[src/rtl/btn_debounce.sv]
// rtl/btn_debounce.sv - two-flop synchroniser, per-button debounce, press/release pulses, sticky press irq
module btn_debounce #(
  parameter int                 NUM_BTN         = 6,
  parameter int                 CNT_WIDTH       = 16,
  parameter int                 DEBOUNCE_CYCLES = 16000,
  parameter logic [NUM_BTN-1:0] IRQ_MASK        = {NUM_BTN{1'b1}}
) (
  input  logic               clk_i,
  input  logic               rst_i,
  input  logic [NUM_BTN-1:0] btn_i,
  input  logic               kbd_disc_i,
  output logic [NUM_BTN-1:0] btn_sys_o,
  output logic [NUM_BTN-1:0] btn_usr_o,
  output logic [NUM_BTN-1:0] press_o,
  output logic [NUM_BTN-1:0] release_o,
  output logic               irq_o,
  input  logic               irq_ack_i
);

  // Count value at which a differing sample is accepted as the new level.
  localparam logic [CNT_WIDTH-1:0] CNT_MAX = CNT_WIDTH'(DEBOUNCE_CYCLES - 1);

  logic [NUM_BTN-1:0]   sync1_q;
  logic [NUM_BTN-1:0]   sync2_q;
  logic [NUM_BTN-1:0]   stable_q;
  logic [NUM_BTN-1:0]   stable_d;
  logic [CNT_WIDTH-1:0] cnt_q [NUM_BTN];
  logic [CNT_WIDTH-1:0] cnt_d [NUM_BTN];
  logic [NUM_BTN-1:0]   press_q;
  logic [NUM_BTN-1:0]   press_d;
  logic [NUM_BTN-1:0]   release_q;
  logic [NUM_BTN-1:0]   release_d;
  logic                 irq_q;
  logic                 irq_d;

  // Bring the asynchronous active-low pins into clk_i; released (1) is the safe reset level.
  always_ff @(posedge clk_i or posedge rst_i) begin
    if (rst_i) begin
      sync1_q <= '1;
      sync2_q <= '1;
    end else begin
      sync1_q <= btn_i;
      sync2_q <= sync1_q;
    end
  end

  // Per-button stability counter: any sample matching the stable level restarts the count.
  always_comb begin
    stable_d  = stable_q;
    press_d   = '0;
    release_d = '0;
    for (int i = 0; i < NUM_BTN; i++) begin
      cnt_d[i] = '0;
      if (sync2_q[i] != stable_q[i]) begin
        if (cnt_q[i] == CNT_MAX) begin
          stable_d[i]  = sync2_q[i];
          press_d[i]   = ~sync2_q[i];
          release_d[i] = sync2_q[i];
        end else begin
          cnt_d[i] = cnt_q[i] + CNT_WIDTH'(1);
        end
      end
    end
  end

  // A masked press sets the request; a coincident ack loses to the set.
  always_comb begin
    irq_d = irq_q;
    if (|(press_q & IRQ_MASK)) begin
      irq_d = 1'b1;
    end else if (irq_ack_i) begin
      irq_d = 1'b0;
    end
  end

  // Debounce state, registered event pulses and the sticky interrupt.
  always_ff @(posedge clk_i or posedge rst_i) begin
    if (rst_i) begin
      stable_q  <= '1;
      press_q   <= '0;
      release_q <= '0;
      irq_q     <= 1'b0;
      for (int i = 0; i < NUM_BTN; i++) begin
        cnt_q[i] <= '0;
      end
    end else begin
      stable_q  <= stable_d;
      press_q   <= press_d;
      release_q <= release_d;
      irq_q     <= irq_d;
      for (int i = 0; i < NUM_BTN; i++) begin
        cnt_q[i] <= cnt_d[i];
      end
    end
  end

  // The user view is forced released while the keyboard is unplugged; the system view never is.
  assign btn_sys_o = stable_q;
  assign btn_usr_o = stable_q | {NUM_BTN{kbd_disc_i}};
  assign press_o   = press_q;
  assign release_o = release_q;
  assign irq_o     = irq_q;

endmodule

[config.mk]
export PLATFORM = sky130hd
export DESIGN_NAME = btn_debounce
export DESIGN_NICKNAME = d
export VERILOG_FILES = /design/src/rtl/btn_debounce.sv
export SDC_FILE = /design/constraint.sdc
export NUM_CORES = 1
export LEC_CHECK = 0
export ABC_AREA = 1
export ABC_CLOCK_PERIOD_IN_PS = 7960
export CORE_MARGIN = 1
export CORE_UTILIZATION = 40
export DETAILED_ROUTE_END_ITERATION = 8
export PLACE_DENSITY = 0.63
export SLEW_MARGIN = 5
export SYNTH_ARGS = -nofsm -noshare
export SYNTH_HDL_FRONTEND = slang
export SYNTH_SLANG_ARGS = --single-unit
[constraint.sdc]
create_clock -name clk_i -period 7.96 [get_ports clk_i]
set_input_delay 1.592 -clock clk_i [delete_from_list [all_inputs] [get_ports clk_i]]
set_output_delay 1.592 -clock clk_i [all_outputs]
set_load 0.05 [all_outputs]
==> flow_summary_export.csv <==
group,metric,value,unit
outcome,status,"completed",
finish,finish.utilization,48.77,%
grt,grt_max_degree,81,
clocking,cts_max_level,4,
sta,final.setup_skew,0.007872,ns
critical_path,cp.required,6.37,ns
sta,tightestPinTransition,0.7085,ns
critical_path,worst_setup_path_start_kind,"input port",
sta,finalSetupTns,0,ns
finish,antenna_cells,0,
sta,report.final.slew_viol_count,0,
pwr,p_leak,0.003130,uW
clocking,clock_sinks,127,
drt,drt_iter0_markers,356,
drt,vias,4877,
drt,remaining_drc_errors,0,
grt,grt_overflow_total,0,
placement,portBuffers,34,
sta,setup_viol,0,
placement,place_congestion,0.8133,
clocking,cts_resized,0,
finish,design_area,7468,um^2
drt,routed_wl,12240,um
yosys,ys_seq_elements,127,
clocking,cts.clk_slew.worst_paths,0.05,ns
yosys,synth.area.mux_share,0,%
clocking,clock_path_buffers,2,
finish,nFillCells,1493,
yosys,yosysSeqAreaShare,50.47,%
yosys,synth_compound_area_share,3.512,%
yosys,ys_warn_count,0,
pwr,p_per_area,194.7,nW/um^2
sta,period_share,60.34,%
clocking,cts_tree,"yes",
clocking,cts_hold_buf,0,
sta,slew_headroom,52.77,%
critical_path,arrival,3.21,ns
yosys,synth_fp_nets,806,
sta,fin_crit,4.803,ns
grt,antenna_found_initial,0,
yosys,synth.area.top_cells,"dfrtp_1 43%, nand2_1 12%, nor2_1 11%",
grt,grt_pass1_vias,4504,
finish,fin_nets,855,
run,drv_cap,0,
floorplanning,fp.coreArea,15310,um^2
hold_path,worstHoldPathType,"reg2reg",
clocking,post_cts_buffers,0,
critical_path,rrSetupSlack,6.19,ns
yosys,yosys.area_share.xor_xnor,4.972,%
yosys,synth_adder_area_share,1.184,%
placement,dpl_cell_area,6902,um^2
yosys,syn_area,6341,um^2
sta,timing.fmax,208.2,MHz
grt,grt_pass1_wl,21490,um
yosys,synth_top_family_by_area,"simple AND/OR/NAND/NOR gates",
placement,dpl.hpwl,8646,um
yosys,synth_top_area_share,43.01,%
sta,rsz0062_at_grt,"false",
drt,firstDrtPassIters,4,
floorplanning,initial_core_util,41.41,%
grt,grtUsageTotal,16.87,%
floorplanning,die_w,127.9,um
yosys,syn_avg_cell_area,8.027,um^2
drt,avgViaCountPerCell,4.588,
yosys,synth_cells,790,
yosys,ys_types,24,
clocking,root_buffer,"clkbuf_16",
pwr,total_power,1454,uW
yosys,yosys.area.top_type,"dfrtp_1",
clocking,worstSkewPairLatency,0.41,ns
critical_path,crit_path_max_fanout,6,
finish,drive_gt1_share,9.859,%
floorplanning,fp.dieArea,16360,um^2
clocking,cts_buffers,17,
floorplanning,die_h,127.9,um
drt,ant_nets,0,
critical_path,critPathCaptureType,"output pin",
drt,wl_per_cell,11.51,um
floorplanning,ios,35,
finish,area_delta_synth_final,17.78,%
sta,finalHoldViolCount,0,
yosys,synthSimpleGateAreaFrac,33.64,%
pwr,vdd.ir_drop.worst,0.1439,mV
critical_path,critical_path_class,"in2out",
floorplanning,fp-row-count,45,
[power by group]
| part | internal, uW | switching (uW) | total [uW] |
|---|---|---|---|
| sequential | 660 | 8.61 | 668 |
| clock | 469 | 263 | 731 |
| combinational | 16.5 | 38.3 | 54.7 |
[synth_stat cells, drive strengths merged]
cell and number:
inv 90, dfstp 18, nand3 37, o211ai 1, nand4 24, nor2 204
buf 5, dfrtp 109, o21bai 8, o21ai 25, nor3 12, xnor2 12
xor2 24, a21oi 6, ha 6, nand2 208, nor4 1
[sequential cells by signal, summed over array words and instances, names as in the netlist]
| signal | count |
|---|---|
| cnt_q | 96 |
| irq_o | 1 |
| sync2_q | 6 |
| press_o | 6 |
| btn_sys_o | 6 |
| release_o | 6 |
| sync1_q | 6 |
[cell type report]
type                            instances  area (um^2)  share of cell area (%)
Clock buffer                           26        509.2                   6.819
Clock inverter                          6        57.56                  0.7706
Inverter                               90        342.8                   4.590
Multi-Input combinational cell        568         2746                   36.77
Sequential cell                       127         3201                   42.85
Tap cell                              211        264.0                   3.535
Timing Repair Buffer                   35        347.8                   4.657
[worst paths after layout]
path / start / endpoint / cells after the start
max: kbd_disc_i / btn_usr_o[0] / 4
min: sync1_q[1] / sync2_q[1] / 0
max reg2reg: cnt_q[80] / press_o[0] / 5
min reg2reg: sync1_q[1] / sync2_q[1] / 0
max in group asynchronous: rst_i / cnt_q[19] / 3
min in group asynchronous: rst_i / release_o[0] / 2
[layout by cell type, fill, tap and decap left out, drive strengths merged]
cell type / synthesis / final
o21ai: 25 / 25
xor2: 24 / 24
bufinv: 0 / 1
clkbuf: 0 / 26
nor4: 1 / 1
dfstp: 18 / 18
inv: 90 / 90
buf: 5 / 1
xnor2: 12 / 12
clkinv: 0 / 4
clkinvlp: 0 / 1
dfrtp: 109 / 109
nand3: 37 / 37
o21bai: 8 / 8
nand4: 24 / 24
o211ai: 1 / 1
clkdlybuf4s50: 0 / 34
a21oi: 6 / 6
nand2: 208 / 208
nor3: 12 / 12
nor2: 204 / 204
ha: 6 / 6
[cells by family (layout without fill, tap and decap cells)]
| family | count (synthesis) | after routing |
|---|---|---|
| simple gates | 486 | 486 |
| flops | 127 | 127 |
| buf+inv | 95 | 157 |
| compound gates | 40 | 40 |
| xor+xnor | 36 | 36 |
| fa+ha+maj | 6 | 6 |
[worst max-delay path, stage by stage]
cell and delay (ns):
clkdlybuf4s50_1 0.45, inv_1 0.20, nand2_1 0.15, clkdlybuf4s50_1 0.81
[per-stage QoR]
| stage | setup slack (ns) | hold slack [ns] | instances |
|---|---|---|---|
| floorplan | 3.014 | 0.3452 | 790 |
| global placement | 3.081 | 0.3462 | 1031 |
| detailed placement | 3.105 | 0.3479 | 1031 |
| CTS | 3.094 | 0.3558 | 1063 |
| global route | 3.070 | 0.3596 | 1063 |
| finish | 3.157 | 0.3550 | 1063 |
[per-layer routing]
layer | track usage (%) | routed length, um | up-vias
met3 | 4.549 | 283 | 4
met2 | 25.61 | 5453 | 51
li1 | - | - | 2551
met5 | 0 | 0 | -
met4 | 5.190 | 57 | 0
met1 | 23.50 | 6445 | 2271
Power figures use the tool's default switching activity.
==> RTL edit 1 (same flow settings) <==
Register the output `irq_o` once more, cleared by the reset; this adds one clock of latency there. The other outputs are not delayed to match.
--- a/src/rtl/btn_debounce.sv
+++ b/src/rtl/btn_debounce.sv
@@ -99,7 +99,13 @@
   assign btn_usr_o = stable_q | {NUM_BTN{kbd_disc_i}};
   assign press_o   = press_q;
   assign release_o = release_q;
-  assign irq_o     = irq_q;
+  always_ff @(posedge clk_i or posedge rst_i) begin
+    if (rst_i) begin
+      irq_o <= '0;
+    end else begin
+      irq_o <= irq_q;
+    end
+  end
 
 endmodule
 
Behaviour: same outputs for any inputs over 10 cycles, from zero or initial values and one cycle with rst_i high; that may be too few to reach the edited logic, so the function may still have changed.
==> RTL edit 1 against the original RTL <==
Total power is 0.88% lower. Clock skew is 0.0013 ns lower. Sequential cell count rose by 1. Wire length up 1.7%. Synthesized cell count up 0.13%. Maximum frequency fell by 0.24%. Final area about the same. Synthesized area increased by 0.39%. Highest routed layer unchanged. Count of clock-buffer cells in the layout stayed put. Core utilization down 0.21 points. Largest power group unchanged. Worst setup slack worse by 0.012 ns.
==> RTL edit 1: results (changes against the original RTL) <==
result of the run=finished clean; count of cell types in the netlist=24 (unchanged); flop-to-flop setup slack=6.18 ns (about the same); clock power share=49.5% (-0.8 points); launch instance of the worst min-delay path=sync1_q[0]; Routed wire per std cell=11.7 um (+1.6%); leak pwr=3.13 nW (-0.13%); sequential element share of the synthesized area=50.7% (+0.19 points); number of vias in the routed layout=4842 (-0.72%); vias in the first global route=4557 (+1.2%); post-placement cell area=6930 sq um (+0.36%); Max Root-Sink Buffers=2 (unchanged); start of the worst register-to-register path=cnt_q[80]; signal arrival time at the worst endpoint=3.22 ns (about the same); count of synthesis-stage warnings from yosys=0 (unchanged); peak ir drop on the vdd network=0.000149 V (+3.3%); worst-case headroom to the max-slew limit=46.8% (-6.0 points); internal power of the cells=1.12 mW (-1.7%); Placer Congestion=0.828 (+1.8%); syn nets=807 (+0.12%); met3 wire length=344 um (+22%); Initial DRC Count=277 (-22%); global-route total usage across every layer=16.9% (about the same); pin count of the biggest net entering global routing=66 (-19%); sum of net half-perimeters after detailed placement=8640 um (about the same); Max FO, Critical Path=6 (unchanged); commonest cells in the netlist=nand2_1, nor2_1, dfrtp_1; postcts setup bufs=0 (unchanged); share of cells above drive strength 1=9.50% (-0.36 points); share of the synthesized netlist area taken by xor and xnor gates=4.95% (-0.020 points); detailed-routing wirelength on met1=6490 um (+0.73%); most frequently used flop master after synthesis=dfrtp_1; Async SR Flop Fraction=100% (unchanged); number of nets in the layout=856 (+0.12%); wire length on met2=5490 um (+0.70%); Post-Route Skew=0.00657 ns (-0.00130 ns); capture endpoint of the worst hold path=sync2_q[0]; synthesized-area fraction occupied by ao, oa, aoi and oai cells=3.50% (-0.014 points); TritonCTS Buffers=17 (unchanged); cells taking the most area after synthesis=dfrtp_1, nand2_1, nor2_1; sequential power share=46.7% (+0.8 points); arithmetic-cell share of the synthesized area counting full adders, half adders and majority gates=1.18% (-0.0047 points); number of cells on the worst reg-to-reg path=5 (unchanged); wire length of the first global-routing pass=21500 um (+0.20%)
[RTL edit 1: cell type report]
class	instances	area, sq um
multi-input combinational	568	2750
tap	211	264
sequential	128	3230
timing repair buffer	35	348
fill	1459	7910
clock inverter	6	57.6
clock buffer	26	479
inverter	90	343
[RTL edit 1: stage by stage]
| stage | power (mW) | instances | setup slack (ns) | utilization (%) | hold WS (ns) |
|---|---|---|---|---|---|
| finish | 1.44 | 1064 | 3.15 | 48.6 | 0.353 |
| global placement | 0.740 | 1032 | 3.10 | 45.1 | 0.346 |
| floorplan | 0.723 | 791 | 2.99 | - | 0.345 |
| CTS | 1.46 | 1064 | 3.11 | 48.6 | 0.355 |
| global route | 1.50 | 1064 | 3.07 | 48.6 | 0.356 |
| detailed placement | 0.741 | 1032 | 3.11 | 45.1 | 0.347 |
[RTL edit 1: how the worst max path moves through the flow]
stage,start,to
after detailed placement,kbd_disc_i,btn_usr_o[1]
after global placement,kbd_disc_i,btn_usr_o[1]
after CTS,kbd_disc_i,btn_usr_o[1]
after global routing,kbd_disc_i,btn_usr_o[1]
after floorplan,rst_i,cnt_q[0]
final,kbd_disc_i,btn_usr_o[5]
[RTL edit 1: critical path: stages]
cell and delay [ns]:
clkdlybuf4s50_1 0.45, inv_1 0.21, nand2_1 0.15, clkdlybuf4s50_1 0.81
[RTL edit 1: metal layers]
metal	vias up	global-route usage [%]
met5	-	0
met4	0	4.98
met3	9	4.55
met2	59	26.0
met1	2216	23.2
li1	2558	-
[RTL edit 1: cells by family after synthesis]
family | after synthesis
flip-flops | 128
AND/OR/NAND/NOR | 486
buffers and inverters | 95
adder cells (fa/ha/maj) | 6
XOR/XNOR | 36
AO/OA/AOI/OAI | 40
==> RTL edit 2 (same settings) <==
Without the edit above. Change the parameter `NUM_BTN` from 6 to 5.
--- a/src/rtl/btn_debounce.sv
+++ b/src/rtl/btn_debounce.sv
@@ -1,6 +1,6 @@
 // rtl/btn_debounce.sv - two-flop synchroniser, per-button debounce, press/release pulses, sticky press irq
 module btn_debounce #(
-  parameter int                 NUM_BTN         = 6,
+  parameter int                 NUM_BTN         = 5,
   parameter int                 CNT_WIDTH       = 16,
   parameter int                 DEBOUNCE_CYCLES = 16000,
   parameter logic [NUM_BTN-1:0] IRQ_MASK        = {NUM_BTN{1'b1}}
Interface: changed (5 resized); port bits go from 35 to 30. No check against the original RTL was run, so the function may have changed too.
==> RTL edit 2 against the original RTL <==
Total power down 26%. Count of clock-buffer cells in the layout down 15. Sequential cell count down 21. Hold slack worse by 0.0029 ns. Worst setup slack better by 0.044 ns. Critical path depth unchanged. Wire length down 18%. Die area down 16%. Global-route usage down 0.65 points. Via count down 16%. Maximum frequency up 0.93%. Synthesized area down 16%. Cell count down 18%. Final area down 19%. Critical path type unchanged.
==> RTL edit 2: results (changes against the original RTL) <==
met1 Usage GRT=19.7% (-3.8 points); Max FO, Critical Path=5 (-1); cell count after placement=853 (-17%); post-placement setup slack=3.16 ns (+0.0558 ns); signal arrival time at the worst endpoint=3.17 ns (-0.04 ns); wire length on met2=4850 um (-11%); Avg Inst Size Synth=8.09 sq um (+0.84%); number of flip-flops under the largest register name=80 (-17%); achievable frequency=210 MHz (+0.93%); cells taking the most area after synthesis=dfrtp_1, nand2_1, nor2_1; vias in the first global route=4030 (-11%); flop-to-flop setup slack=6.29 ns (+0.10 ns); wire length of the first global-routing pass=17900 um (-17%); global-route total usage across every layer=16.2% (-0.65 points); result of the run=finished clean; Initial DRC Count=203 (-43%); final core area utilization=47.6% (-1.2 points); Avg Vias per Cell=4.70 (+2.4%); pin count of the biggest net entering global routing=57 (-30%); detailed-routing wirelength on met1=4750 um (-26%); syn nets=671 (-17%); number of H-tree levels=3 (-1); number of nets in the layout=706 (-17%); TritonCTS Buffers=9 (-8); # fillers=1206 (-19%); commonest cells in the netlist=nand2_1, nor2_1, dfrtp_1; clock input transition at the sequential cells of the worst setup and hold paths=0.07 ns (+0.02 ns); number of standard cells in the final layout excluding fillers=869 (-18%); share of cells above drive strength 1=10.5% (+0.61 points); met3 track demand over resource in global routing=4.13% (-0.42 points); worst hold slack after final layout=0.352 ns (-0.00288 ns); Routed wire per std cell=11.5 um (+0.15%); post-placement cell area=5760 sq um (-17%); transition time of the tightest slew-check pin=0.674 ns (-0.0349 ns); peak ir drop on the vdd network=0.000127 V (-12%); clock latency on the worst-skew pair=0.35 ns (-0.06 ns)
[RTL edit 2: cell count changes after synthesis, sizes merged, moves of 2 or more]
cell / change
nand3: -8
o21ai: -2
dfstp: -3
nand2: -39
xor2: -5
inv: -19
dfrtp: -18
nand4: -2
o21bai: -2
nor2: -30
xnor2: -2
[RTL edit 2: where the power goes]
group | internal, mW | switching (mW) | leakage (nW)
logic | 0.0145 | 0.0325 | 0.901
clock network | 0.283 | 0.190 | 0.156
registers | 0.549 | 0.00709 | 1.42
[RTL edit 2: cell families (layout without fill, tap and decap cells)]
group | Yosys count | after routing | synth area share [%]
flip-flops | 106 | 106 | 50.2
AO/OA/AOI/OAI | 35 | 35 | 3.62
AND/OR/NAND/NOR | 405 | 405 | 33.8
adder cells (fa/ha/maj) | 5 | 5 | 1.18
XOR/XNOR | 29 | 29 | 4.78
buffers and inverters | 77 | 117 | 6.38
[RTL edit 2: critical path: stages]
cell             delay [ns]
clkdlybuf4s50_1        0.45
inv_1                  0.17
nand2_1                0.14
clkdlybuf4s50_1        0.80
[RTL edit 2: final cells by class]
class,count,area share [%]
Clock inverter,5,1.28
Clock buffer,11,3.99
Inverter,71,4.42
Tap cell,172,3.54
Sequential cell,106,43.9
Multi-Input combinational cell,474,37.9
Timing Repair Buffer,30,4.90
[RTL edit 2: worst paths after layout]
path                             from      endpoint
max                        kbd_disc_i  btn_usr_o[0]
min                        sync1_q[0]    sync2_q[0]
max reg2reg                 cnt_q[64]    press_o[0]
min reg2reg                sync1_q[0]    sync2_q[0]
max in group asynchronous       rst_i     cnt_q[29]
min in group asynchronous       rst_i     cnt_q[65]
